**src/rtl/program_loader.sv**
```systemverilog
// program_loader: receives a framed byte stream (SYNC, length, hi/lo word
// pairs, XOR checksum) and writes it into instruction memory. The downstream
// CPU is held in reset until a complete frame has been loaded and verified.
module program_loader #(
   parameter int          ADDR_W    = 8,
   parameter logic [7:0]  SYNC_BYTE = 8'hA5
) (
   input  logic              clk,
   input  logic              reset,
   input  logic [7:0]        rx_data,
   input  logic              rx_valid,
   output logic              rx_ready,
   output logic              imem_we,
   output logic [ADDR_W-1:0] imem_addr,
   output logic [15:0]       imem_wdata,
   output logic              cpu_reset,
   output logic              load_done,
   output logic              load_error
);

   typedef enum logic [2:0] {
      IDLE,
      LEN,
      HI,
      LO,
      CSUM,
      DONE,
      ERR
   } state_t;

   // Largest word count that fits in the instruction-memory address space.
   localparam int unsigned MAX_WORDS = 32'd1 << ADDR_W;

   state_t              state_q,      state_d;
   logic [7:0]          words_left_q, words_left_d;
   logic [ADDR_W-1:0]   index_q,      index_d;
   logic [7:0]          hi_q,         hi_d;
   logic [7:0]          csum_q,       csum_d;
   logic                rx_ready_q,   rx_ready_d;
   logic                imem_we_q,    imem_we_d;
   logic [ADDR_W-1:0]   imem_addr_q,  imem_addr_d;
   logic [15:0]         imem_wdata_q, imem_wdata_d;
   logic                cpu_reset_q,  cpu_reset_d;
   logic                load_done_q,  load_done_d;
   logic                load_error_q, load_error_d;

   logic                accept;

   // A byte transfers only when both sides of the handshake agree this cycle.
   assign accept = rx_valid && rx_ready_q;

   // Next-state and next-output decode for the frame parser.
   always_comb begin
      // NOTE: every variable gets a default here so no path can infer a latch.
      state_d      = state_q;
      words_left_d = words_left_q;
      index_d      = index_q;
      hi_d         = hi_q;
      csum_d       = csum_q;
      imem_addr_d  = imem_addr_q;
      imem_wdata_d = imem_wdata_q;
      imem_we_d    = 1'b0;
      rx_ready_d   = 1'b1;

      if (accept) begin
         unique case (state_q)
            IDLE, DONE, ERR: begin
               // Anything other than the marker is discarded.
               if (rx_data == SYNC_BYTE) state_d = LEN;
            end
            LEN: begin
               words_left_d = rx_data;
               index_d      = '0;
               csum_d       = '0;
               if (rx_data == 8'd0 || 32'(rx_data) > MAX_WORDS) state_d = ERR;
               else                                              state_d = HI;
            end
            HI: begin
               hi_d    = rx_data;
               csum_d  = csum_q ^ rx_data;
               state_d = LO;
            end
            LO: begin
               // Write strobe is issued next cycle; the loader stalls input
               // for exactly that cycle.
               imem_we_d    = 1'b1;
               rx_ready_d   = 1'b0;
               imem_addr_d  = index_q;
               imem_wdata_d = {hi_q, rx_data};
               index_d      = index_q + ADDR_W'(1);
               csum_d       = csum_q ^ rx_data;
               words_left_d = words_left_q - 8'd1;
               state_d      = (words_left_q == 8'd1) ? CSUM : HI;
            end
            CSUM: begin
               state_d = (rx_data == csum_q) ? DONE : ERR;
            end
            default: state_d = IDLE;
         endcase
      end

      // Status outputs follow the state being entered so they change on the
      // same edge as the state itself.
      cpu_reset_d  = (state_d != DONE);
      load_done_d  = (state_d == DONE);
      load_error_d = (state_d == ERR);
   end

   // Frame-parser state and all registered outputs.
   always_ff @(posedge clk or posedge reset) begin
      if (reset) begin
         state_q      <= IDLE;
         words_left_q <= '0;
         index_q      <= '0;
         hi_q         <= '0;
         csum_q       <= '0;
         rx_ready_q   <= 1'b1;
         imem_we_q    <= 1'b0;
         imem_addr_q  <= '0;
         imem_wdata_q <= '0;
         cpu_reset_q  <= 1'b1;
         load_done_q  <= 1'b0;
         load_error_q <= 1'b0;
      end else begin
         // NOTE: non-blocking assignments keep every register sampling the
         // pre-edge values, independent of statement order.
         state_q      <= state_d;
         words_left_q <= words_left_d;
         index_q      <= index_d;
         hi_q         <= hi_d;
         csum_q       <= csum_d;
         rx_ready_q   <= rx_ready_d;
         imem_we_q    <= imem_we_d;
         imem_addr_q  <= imem_addr_d;
         imem_wdata_q <= imem_wdata_d;
         cpu_reset_q  <= cpu_reset_d;
         load_done_q  <= load_done_d;
         load_error_q <= load_error_d;
      end
   end

   assign rx_ready   = rx_ready_q;
   assign imem_we    = imem_we_q;
   assign imem_addr  = imem_addr_q;
   assign imem_wdata = imem_wdata_q;
   assign cpu_reset  = cpu_reset_q;
   assign load_done  = load_done_q;
   assign load_error = load_error_q;

endmodule

```
**config.mk**
```make
export PLATFORM = sky130hd
export DESIGN_NAME = program_loader
export DESIGN_NICKNAME = d
export VERILOG_FILES = /design/src/rtl/program_loader.sv
export SDC_FILE = /design/constraint.sdc
export NUM_CORES = 1
export LEC_CHECK = 0
export BUFFER_PORTS_ARGS = -buffer_cell sky130_fd_sc_hd__buf_2
export CORE_MARGIN = 8
export CORE_UTILIZATION = 50
export CTS_BUF_LIST = sky130_fd_sc_hd__clkbuf_4 sky130_fd_sc_hd__clkbuf_8
export DETAILED_ROUTE_END_ITERATION = 10
export PLACE_DENSITY = 0.72
export SETUP_SLACK_MARGIN = 0.1
export SLEW_MARGIN = 20
export SYNTH_ARGS = -nofsm -noshare
export SYNTH_HDL_FRONTEND = slang
export SYNTH_SLANG_ARGS = --single-unit
```
**constraint.sdc**
```tcl
create_clock -name clk -period 2.6 [get_ports clk]
set_input_delay 0.39 -clock clk [delete_from_list [all_inputs] [get_ports clk]]
set_output_delay 0.39 -clock clk [all_outputs]
set_load 0.005 [all_outputs]
```
==> summary.txt <==
STA
  • RSZ-0062 raised after global routing: false
  • Max-slew headroom: 70.7%
  • Setup slack after layout: between 0.5 and 0.6 ns
  • Final hold vios: 0
  • Final Max Slew Viols: 0
  • Tightest Pin Transition: around 0.44 ns
  • Minimum clock period: 2.05 ns
  • Fin crit share: 79.0%
  • Final setup TNS: 0 ns
  • Fmax: roughly 490 MHz
  • Final clock skew: approximately 0.0090 ns
  • Final setup fails: 0

CTS
  • Clk slew on worst S/H paths: 0.07 ns
  • Clock Sinks: 64
  • # H-tree levels: 3
  • CTS Buffer Depth: 2
  • Hold-fix buffers at CTS: 0
  • # resized after CTS: 0
  • # Post-CTS Setup Buffers: 0
  • Clock Latency Late Sink: approximately 0.35 ns
  • Clock Tree Root: clkbuf_8
  • CTS Buf Count: 9
  • CTS tree: yes

Power
  • Peak VDD IR: a little over 0.6 mV
  • Pwr Total: 3.83 mW
  • P_leak: about 1.7 nW
  • Power per cell area: approximately 1100 nW/µm²

GRT
  • Largest net degree at the start of global routing: 65
  • Number of global-route vias before repair: approximately 2,300
  • GRT Total Usage: roughly 17%
  • Global-route wire length before repair: between 10 and 15 mm
  • Initial antenna violation count: 0
  • Gr ovfl total: 0

Routing
  • DR WL/cell: ~15 µm
  • Post-Route WL: just under 7 mm
  • DRT Pass-1 Iters: 4
  • Residual DRC count: 0
  • Post-DRT Antenna Nets: 0
  • Initial drt markers: roughly 200
  • DR vias: 2,442
  • Vias per cell: between 5 and 6

Cells and area
  • Reg area: 1600 µm²
  • Layout fillers: approximately 530
  • Area Growth Syn to Fin: 17.2%
  • Cell Count, Final, Fillers Out: about 450
  • Most frequent cells in the layout: nand2_1 (95), dfrtp_1 (62), buf_2 (39)
  • ANT cells: 0
  • Commonest non-fill, non-tap cell in the layout: nand2_1
  • Final-stage net count: around 390
  • Layout cells sized above 1: a little over a fifth
  • Fin util: roughly three fifths
  • Multi-input gate area: roughly 1300 µm²

Flow run
  • Max Cap Viol: 0

Die
  • Area of the core: around 6000 µm²
  • Chip width: between 90 and 100 µm
  • Effective utilization at floorplan: between 50% and 60%
  • I/O Pins: 40
  • Die Ht: ~94 µm
  • Die area: approximately 8800 µm²
  • Cell row count: 28

Setup path
  • CP Max Fanout: 3
  • Worst Path Arrival: approximately 2.3 ns
  • Crit path launch type: register
  • R2R depth: 5
  • Crit. End Element: register
  • CP required: 2.86 ns
  • Worst Setup Path Type: register to register

Yosys
  • Register area share after synthesis: between 50% and 60%
  • Syn. warnings: 0
  • Syn Area/Cell: 9.12 µm²
  • Syn nets: 344
  • Top_reg_cell synth: dfrtp_1
  • Register bit total from synthesis: between 60 and 70
  • Async set-reset flop share out of synthesis: 100%
  • Mapped cell area: 3010 µm²
  • Synth cell types: 49
  • Post-synth EDFFs: 0
  • Syn Inst Count: 330

Place
  • Pre-CTS setup slack: 0.243 ns
  • Cell count after placement: approximately 440
  • Routability cong.: between 0.8 and 0.9
  • Detail Placement HPWL: between 4 and 5 mm
  • Port bufs: 39

Hold path
  • HP Class: input port to asynchronous set/reset pin

Status
  • Status: completed
## synthesized netlist by cell type, drive strengths merged (4+ instances only)
| cell | count | area, µm² |
|---|---|---|
| o21ai | 25 | 125 |
| nand3 | 4 | 20.0 |
| nor2 | 24 | 90.1 |
| a21oi | 11 | 55.1 |
| o22a | 5 | 43.8 |
| dfrtp | 62 | 1550 |
| mux2 | 8 | 90.1 |
| clkbuf | 17 | 66.3 |
| a31oi | 6 | 37.5 |
| and2 | 5 | 31.3 |
| nand4 | 4 | 25.0 |
| inv | 7 | 26.3 |
| xnor2 | 9 | 78.8 |
| nand2 | 95 | 357 |
## metal layers
layer / share of wire (%) / track usage (%) / vias to the layer above
met3: 5.1 / 4.09 / 11
met4: 2.1 / 9.11 / 0
li1: - / - / 1195
met1: 47 / 22.1 / 1180
met2: 46 / 24.4 / 56
met5: 0 / 0 / -
## metrics by stage
stage | area, µm² | hold WS, ns
after CTS | 3530 | 0.108
after global placement | 3310 | 0.451
final | 3530 | 0.0937
after floorplan | 3010 | 0.435
after global routing | 3530 | 0.129
after detailed placement | 3310 | 0.451
## worst max-delay path: stages (launching register included)
cell and delay [ns]:
dfrtp_1 0.37, or4b_1 0.45, or4_4 0.42, a221oi_2 0.23, a221oi_1 0.14, or3_1 0.36
## report_power, final
part,switching [mW],leakage [nW],total [mW],internal (mW)
Combinational,0.726,0.787,1.29,0.560
Clock,0.387,0.113,0.934,0.547
Sequential,0.254,0.807,1.61,1.36
## registers in the layout, summed over array words and instances (netlist names), 3 cells and up
signal	count
state_q	3
words_left_q	8
hi_q	8
imem_wdata	16
index_q	8
csum_q	8
imem_addr	8
## worst paths after layout
path,from,endpoint,slack [ns]
setup / recovery,state_q[1],cpu_reset,0.55
hold / removal,reset,imem_addr[1],0.09
setup reg to reg,state_q[1],cpu_reset,0.55
hold reg to reg,imem_addr[6],imem_addr[6],0.47
max in group asynchronous,reset,rx_ready,2.17
min in group clk,rx_data[6],imem_wdata[6],0.34
## logic make-up after synthesis
group	synth area share, %
and+or+nand+nor	22.3
AOI/OAI and AO/OA	13.8
DFF	53.3
buffers and inverters	3.49
xor gates and xnor gates	2.91
muxes	2.99
adders and majority gates	1.25
## cell type report
class	count	share of cell area (%)
clock inverter	6	2.38
sequential	64	45.5
timing repair buffer	49	8.02
inverter	8	0.851
tap	75	2.66
multi-input combinational	239	36.9
clock buffer	10	3.72
(Power assumes the default switching activity.)
